### src/rtl/vram_pkg.sv
// Shared tile-memory types and widths.
// Used by the memory, the line serializer and the pixel mux.
package vram_pkg;

  localparam int LINE_ADDR_W  = 12;
  localparam int LINE_W       = 256;
  localparam int PIX_W        = 8;
  localparam int PIX_PER_LINE = LINE_W / PIX_W;
  localparam int PIX_IDX_W    = $clog2(PIX_PER_LINE);
  localparam int READ_LATENCY = 1;

  typedef logic [LINE_W-1:0]    tile_line_t;
  typedef logic [PIX_W-1:0]     pix_t;
  typedef logic [PIX_IDX_W-1:0] pix_idx_t;

  typedef enum logic {
    F_IDLE,
    F_WAIT
  } fetch_st_e;

  typedef struct packed {
    tile_line_t line;
    logic       flip;
  } slot_t;

endpackage

### src/rtl/tile_line_mux.sv
// Pixel select from one tile line.
// Flip mirrors the index so pixel 0 becomes the top byte.
module tile_line_mux
  import vram_pkg::*;
(
  input  logic [LINE_W-1:0]    line_i,
  input  logic [PIX_IDX_W-1:0] idx_i,
  input  logic                 flip_i,
  output logic [PIX_W-1:0]     pix_o
);

  pix_t [PIX_PER_LINE-1:0] pixels;
  pix_idx_t                sel;

  assign pixels = line_i;
  // 31-k equals k xor all-ones for a power-of-two count
  assign sel    = idx_i ^ {PIX_IDX_W{flip_i}};
  assign pix_o  = pixels[sel];

endmodule

### src/rtl/tile_line_serializer.sv
// Fetches tile lines and streams them out as pixel indices.
// Active/pending slots let the next line arrive while one drains.
module tile_line_serializer
  import vram_pkg::*;
#(
  parameter int READ_LATENCY = vram_pkg::READ_LATENCY
) (
  input  logic                   clk,
  input  logic                   reset_n,
  input  logic                   req_valid,
  output logic                   req_ready,
  input  logic [LINE_ADDR_W-1:0] req_line,
  input  logic                   req_flip,
  output logic [LINE_ADDR_W-1:0] mem_read_addr,
  input  logic [LINE_W-1:0]      mem_read_data,
  output logic                   pix_valid,
  input  logic                   pix_ready,
  output logic [PIX_W-1:0]       pix_data,
  output logic                   pix_last,
  output logic                   busy
);

  localparam int LAT_W =
    (READ_LATENCY < 2) ? 1 : $clog2(READ_LATENCY + 1);

  fetch_st_e st_q, st_d;
  logic [LAT_W-1:0] lat_q, lat_d;

  logic [LINE_ADDR_W-1:0] addr_q, addr_d;
  logic  fflip_q, fflip_d;
  slot_t act_q, act_d;
  slot_t pend_q, pend_d;
  logic  act_vld_q, act_vld_d;
  logic  pend_vld_q, pend_vld_d;
  pix_idx_t cnt_q, cnt_d;

  logic  req_acc;
  logic  capture;
  logic  pix_hs;
  logic  last_acc;
  logic  act_free;
  logic  cap_to_act;
  slot_t cap_slot;
  pix_t  mux_pix;

  always_ff @(posedge clk or negedge reset_n) begin
    if (!reset_n) begin
      st_q  <= F_IDLE;
      lat_q <= '0;
    end else begin
      st_q  <= st_d;
      lat_q <= lat_d;
    end
  end

  always_comb begin
    st_d  = st_q;
    lat_d = lat_q;
    unique case (st_q)
      F_IDLE: begin
        if (req_acc) begin
          st_d  = F_WAIT;
          lat_d = '0;
        end
      end
      F_WAIT: begin
        if (capture) st_d = F_IDLE;
        else         lat_d = lat_q + 1'b1;
      end
      default: st_d = F_IDLE;
    endcase
  end

  always_comb begin
    req_ready = reset_n && (st_q == F_IDLE) && !pend_vld_q;
    capture   = (st_q == F_WAIT) &&
                (lat_q == LAT_W'(READ_LATENCY));
    busy      = (st_q != F_IDLE) || pend_vld_q || act_vld_q;
  end

  assign req_acc    = req_valid && req_ready;
  assign pix_hs     = pix_valid && pix_ready;
  assign last_acc   = pix_hs && pix_last;
  assign act_free   = !act_vld_q || last_acc;
  assign cap_to_act = capture && act_free && !pend_vld_q;
  assign cap_slot   = '{line: mem_read_data, flip: fflip_q};

  // A fetch only starts with pending empty, so a capture never
  // collides with a pending line; it bypasses to active if free.
  always_comb begin
    addr_d     = addr_q;
    fflip_d    = fflip_q;
    act_d      = act_q;
    act_vld_d  = act_vld_q;
    pend_d     = pend_q;
    pend_vld_d = pend_vld_q;
    cnt_d      = cnt_q;
    if (req_acc) begin
      addr_d  = req_line;
      fflip_d = req_flip;
    end
    if (pix_hs) cnt_d = cnt_q + 1'b1;
    if (act_free) begin
      act_vld_d = pend_vld_q || capture;
      if (pend_vld_q)   act_d = pend_q;
      else if (capture) act_d = cap_slot;
    end
    if (act_free && pend_vld_q) pend_vld_d = 1'b0;
    if (capture && !cap_to_act) begin
      pend_d     = cap_slot;
      pend_vld_d = 1'b1;
    end
  end

  always_ff @(posedge clk or negedge reset_n) begin
    if (!reset_n) begin
      addr_q     <= '0;
      fflip_q    <= 1'b0;
      act_q      <= '0;
      act_vld_q  <= 1'b0;
      pend_q     <= '0;
      pend_vld_q <= 1'b0;
      cnt_q      <= '0;
    end else begin
      addr_q     <= addr_d;
      fflip_q    <= fflip_d;
      act_q      <= act_d;
      act_vld_q  <= act_vld_d;
      pend_q     <= pend_d;
      pend_vld_q <= pend_vld_d;
      cnt_q      <= cnt_d;
    end
  end

  tile_line_mux u_mux (
    .line_i (act_q.line),
    .idx_i  (cnt_q),
    .flip_i (act_q.flip),
    .pix_o  (mux_pix)
  );

  assign mem_read_addr = addr_q;
  assign pix_valid     = act_vld_q;
  assign pix_data      = act_vld_q ? mux_pix : '0;
  assign pix_last      = act_vld_q && (&cnt_q);

endmodule

### config.mk
export PLATFORM = sky130hd
export DESIGN_NAME = tile_line_serializer
export DESIGN_NICKNAME = d
export VERILOG_FILES = /design/src/rtl/vram_pkg.sv /design/src/rtl/tile_line_mux.sv /design/src/rtl/tile_line_serializer.sv
export SDC_FILE = /design/constraint.sdc
export NUM_CORES = 1
export LEC_CHECK = 0
export CELL_PAD_IN_SITES_DETAIL_PLACEMENT = 0
export CELL_PAD_IN_SITES_GLOBAL_PLACEMENT = 1
export CORE_AREA = 10 10 261 263
export DETAILED_ROUTE_END_ITERATION = 12
export DIE_AREA = 0 0 271 273
export GPL_TIMING_DRIVEN = 0
export PLACE_DENSITY = 0.84
export SYNTH_ARGS = -nofsm -noshare
export SYNTH_HDL_FRONTEND = slang
export SYNTH_SLANG_ARGS = --single-unit
### constraint.sdc
create_clock -name clk -period 2.8 [get_ports clk]
set_clock_uncertainty 0.15 [all_clocks]
set_input_delay 0.56 -clock clk [delete_from_list [all_inputs] [get_ports clk]]
set_output_delay 0.56 -clock clk [all_outputs]
set_load 0.01 [all_outputs]
; ---- Word level (Yosys, flattened, before mapping)
; Cells that the tools add are included.
[op_classes]
multipliers = 0
shifts = 0
mux = 13
n_eq_ne = 2
addsub = 2
n_div = 0
order_cmp = 1
n_bitwise = 2
n_reduce_logical = 23
[ops]
columns = op, n
row1 = $mux W257, 2
row2 = $bmux W8 S5, 1
row3 = $mux W8, 2
row4 = $logic_and A1 B1 Y1, 11
row5 = $lt A5 B6 Y1 const B, 1
row6 = $mux W1, 6
row7 = $add A5 B1 Y5 const B, 1
row8 = $reduce_and A5 Y1, 1
row9 = $xor A5 B5 Y5, 1
row10 = $logic_or A1 B1 Y1, 4
row11 = $ne A2 B2 Y1 const B, 2
row12 = $pmux W1 S2, 2
row13 = $reduce_and A2 Y1, 2
row14 = $reduce_bool A2 Y1, 2
row15 = $logic_not A1 Y1, 3
row16 = $add A1 B1 Y1 const B, 1
row17 = $not A1 Y1, 1
[word_totals]
romBits = 0
elab_cells = 54
latchBits = 0
output_inout_bits = 24
ramBits = 0
input_bits = 273
memories = 0
ff_bits = 536

; ---- Logic depth before layout (Yosys ltp)
[depth]
depth_word = 9
depth_mapped = 13
depth_no_buf = 8

; ---- By module
; A second synthesis with hierarchy kept.
[unflattened]
cells_unflattened = 2209
hier_area_um2 = 27074.7
[modules_own_cells]
columns = mod, cells_per_inst, area_each_um2, seq_area_each_um2, instances
row1 = tile_line_serializer, 1757, 22561.6, 13412.9, 1
row2 = tile_line_mux, 452, 4513.1, 0.0, 1

; ---- Worst setup path before layout
; OpenSTA, ideal clock, no wires.
[synth_path]
kind = register to register
start = register cnt_q[3]
end = register pend_q[100] (netlist bit)
t_arrival_ns = 2.600
t_required_ns = 2.525
n_path_buf = 4
path_stages_with_launch = 11
period_less_slack_ns = 2.874
setup_ns = 0.125
path_slack_ns = -0.074
cell_sequence = dfrtp_1 -> clkbuf_1 -> clkbuf_1 -> and3_1 -> ha_1 -> nand2_1 -> and2_1 -> o211ai_1 -> clkbuf_1 -> buf_2 -> mux2_2
[synth_via]
elab_chain_cells = 8
[synth_lines]
columns = item, line
row1 = start: declaration, tile_line_serializer.sv:35  ; pix_idx_t cnt_q, cnt_d;
row2 = start signal: assignment, tile_line_serializer.sv:131  ; cnt_q <= cnt_d;
row3 = $reduce_and A5 Y1, tile_line_serializer.sv:145  ; assign pix_last = act_vld_q && (&cnt_q);
row4 = $logic_and A1 B1 Y1, tile_line_serializer.sv:145
row5 = $logic_and A1 B1 Y1, tile_line_serializer.sv:83  ; assign last_acc = pix_hs && pix_last;
row6 = $logic_or A1 B1 Y1, tile_line_serializer.sv:84  ; assign act_free = !act_vld_q || last_acc;
row7 = $logic_and A1 B1 Y1 (2 in series), tile_line_serializer.sv:85  ; assign cap_to_act = capture && act_free && !pend_vld_q;
row8 = $logic_not A1 Y1, tile_line_serializer.sv:109  ; if (capture && !cap_to_act) begin
row9 = $logic_and A1 B1 Y1, tile_line_serializer.sv:109
row10 = end signal: assignment, tile_line_serializer.sv:129  ; pend_q <= pend_d;
row11 = end: declaration, tile_line_serializer.sv:32  ; slot_t pend_q, pend_d;
; Every way passes these cells.
; A chain may end at the register's enable or synchronous reset.

; ---- Worst setup path in the final report
[layout_path]
start = register cnt_q[0]
end = output pix_data[4]
[layout_via]
elab_chain_cells = 4
[layout_lines]
columns = item, line
row1 = $xor A5 B5 Y5, tile_line_mux.sv:17  ; assign sel = idx_i ^ {PIX_IDX_W{flip_i}};
row2 = $bmux W8 S5, tile_line_mux.sv:18  ; assign pix_o = pixels[sel];
row3 = $mux W8 (not written as such), tile_line_mux.sv:18
row4 = $mux W8, tile_line_serializer.sv:144  ; assign pix_data = act_vld_q ? mux_pix : '0;
row5 = end: declaration, tile_line_serializer.sv:18  ; output logic [PIX_W-1:0] pix_data,
; Every way passes these cells. The select of a mux whose other input is x is not followed.

==> flow_summary.toml <==
[outcome]
status = "finished, violations left"
failed_checks = "hold timing, setup timing"

[synth]
ys_ff_latch = 536
ys.flop_type = "dfrtp_1"
synthArstFlopShare_pct = 100.0
yosys_warnings = 0
synthCells = 2138
synth_cell_types = 50
synth_nets = 2413
synth_largest_area_cell = "dfrtp_1"
synth_edf_count = 0
ys_seq_area_share_pct = 51.43
syn_avg_cell_area_um2 = 12.20
ys_top_cells_by_area = "dfrtp_1, mux2_2, mux2i_1"
synthesis.area_um2 = 26080
synth_top_area_share_pct = 51.43

[sta]
hold_violations = 109
rsz0062_at_grt = "yes"
fmax_ghz = 0.2772
fin_ws_ns = -0.8071
maxSlewHeadroom_pct = 28.43
timing.hold.ws_ns = -0.1769
worst_pin_slew_ns = 1.074
fin_crit_sh_pct = 128.8
setup-violations-final = 525
finalCriticalPeriod_ns = 3.607
slew_viol_final = 0

[global_routing]
grt_overflow = 0
antenna_found_initial = 8
grt_pass1_vias = 21320
grt_pass1_wl_um = 137200
track_usage_pct = 24.27
grt_max_degree = 135

[pwr]
power.density_nw_per_um2 = 1185
ir_worst_vdd_mv = 0.5813
report.power.total_mw = 43.77
leakagePower_nw = 17.99

[placement]
port_buffers = 296
placed_cell_area_um2 = 30220
place_ws_ns = -1.561
place.gp.congestion = 0.9439
hpwl_um = 66210

[critical_path]
worstReg2RegEnd = "pend_q[152]"
criticalPathCategory = "flip-flop to output port"
cp.arrival_ns = 2.90
worstRegToRegCells = 17
ff2ff_setup_slack_ns = -0.40
path_max_fanout = 5
crit_required_ns = 2.09
worstReg2RegStart = "cnt_q[2]"
worst_setup_path_end_kind = "output port"
cp-start-kind = "flip-flop"

[cells_and_area]
final_net_count = 2903
fill_cells = 4836
multi_input_area_um2 = 13370
areaGrowthSynthToFinish_pct = 41.59
mostFrequentLayoutCell = "dfrtp_1"
design_area_um2 = 36920
layout_common_cells = "dfrtp_1, mux2i_1, clkdlybuf4s50_1, nand2_1, mux2_4"
fin_util_pct = 58.86
layout-drive-gt1-share_pct = 31.21
regArea_um2 = 13420

[clock_tree]
clockBufferDepth = 3
hold_buffers = 3
cts-buffers-inserted = 57
cts_tree = "yes"
clock_sinks = 536
h-tree-depth = 2
root_buffer = "clkbuf_16"
clk_pin_slew_ns = 0.06
clock_latency_ns = 0.64

[die]
die_w_um = 271
die_area_um2 = 73980
rows = 92
ios = 297
initial_core_util_pct = 41.57
fp.coreArea_um2 = 62740
die_y_um = 273

[job]
cap_violations = 0

[drt]
drt_iter0_markers = 1561
vias = 20120
post_drt_wl_per_cell_um = 26.76
ant_nets = 0
drc = 0
avgViaCountPerCell = 5.722
wirelength_um = 94110
drt_first_pass_iters = 5

[worst_hold_path]
hp-class = "input pin to async pin"
==> logic make-up after synthesis <==
kind of cell	Yosys count	share of synthesized area [%]
adder cells (fa/ha/maj)	2	0.09594
flip-flops	536	51.43
AND/OR/NAND/NOR	392	6.554
AO/OA/AOI/OAI	370	8.113
buffers and inverters	169	2.970
multiplexers	665	30.70
XOR/XNOR	4	0.1344
==> timing repair <==
action,in CTS,in global routing
setup endpoints to repair,526,526
buffers inserted,78,44
resized for setup,566,438
hold endpoints to repair,67,109
cloned,27,10
pin swaps,31,22
==> critical path: stages, from the launching register on <==
cell and delay, ns:
dfrtp_1 0.44, buf_6 0.15, buf_12 0.13, buf_4 0.17, mux4_2 0.33, o22ai_1 0.07
or4_1 0.60, o22ai_4 0.22, buf_6 0.14
==> sequential cells by signal, indices dropped and copies added (netlist names) <==
signal	count
act_q	257
pend_q	257
mem_read_addr	12
cnt_q	5
fflip_q	1
lat_q	1
pend_vld_q	1
pix_valid	1
st_q	1
==> area by class of cell <==
type / instances / share of cell area [%]
Antenna cell: 1 / 0.006777
Buffer: 148 / 4.914
Clock buffer: 78 / 4.483
Clock inverter: 22 / 0.8167
Inverter: 3 / 0.03050
Multi-Input combinational cell: 1433 / 36.20
Sequential cell: 536 / 36.34
Tap cell: 846 / 2.867
Timing Repair Buffer: 449 / 14.34
==> metrics by stage <==
stage | TNS [ns] | std cells
floorplan | 0 | 2138
global placement | - | 3280
detailed placement | -696.79 | 3284
CTS | -121.00 | 3486
global route | -183.87 | 3515
finish | -135.46 | 3516
==> per-layer routing <==
layer / wire length (µm) / track usage [%]
met4: 2303 / 6.851
met2: 45130 / 39.62
met5: 92 / 0
met1: 39770 / 32.01
met3: 6803 / 5.493
==> cell usage after synthesis, drive strengths merged (2+ instances only) <==
master   instances
a211oi          29
o21ai          260
mux4            78
nand3b           2
a22oi            6
nand4bb          2
inv              3
and2             9
a2111oi          2
nand2b           4
o22ai           37
clkbuf         101
a21o             2
dfrtp          536
nor2b           24
nand3            2
nor4             7
buf             65
or3              2
o211ai           3
or4              8
mux2           298
ha               2
xnor2            3
o32a             2
mux2i          289
a22o             5
o2111ai         11
nor2            35
nand4b           3
nand4            2
o32ai            7
nand2          277
nor3             8
a21oi            3
or3b             2
==> power by group <==
| part | switching, mW | internal, mW | leakage [nW] |
|---|---|---|---|
| combinational | 9.52 | 11.5 | 10.4 |
| sequential | 3.34 | 11.4 | 6.65 |
| clock | 3.28 | 4.68 | 0.961 |
| total | 16.1 | 27.6 | 18.0 |
==> worst max-delay path by stage <==
stage / startpoint / to / slack (ns) / cells past startpoint
6_report: cnt_q[0] / pix_data[4] / -0.81 / 8
3_3_place_gp: reset_n / pend_q[217] / -21.58 / 1
4_1_cts: cnt_q[0] / pix_data[4] / -0.80 / 12
3_5_place_dp: cnt_q[2] / act_q[1] / -1.56 / 13
2_1_floorplan: cnt_q[2] / pend_q[100] / 0.01 / 11
5_1_grt: cnt_q[0] / pix_data[4] / -0.85 / 12
Power figures use the tool's default switching activity.
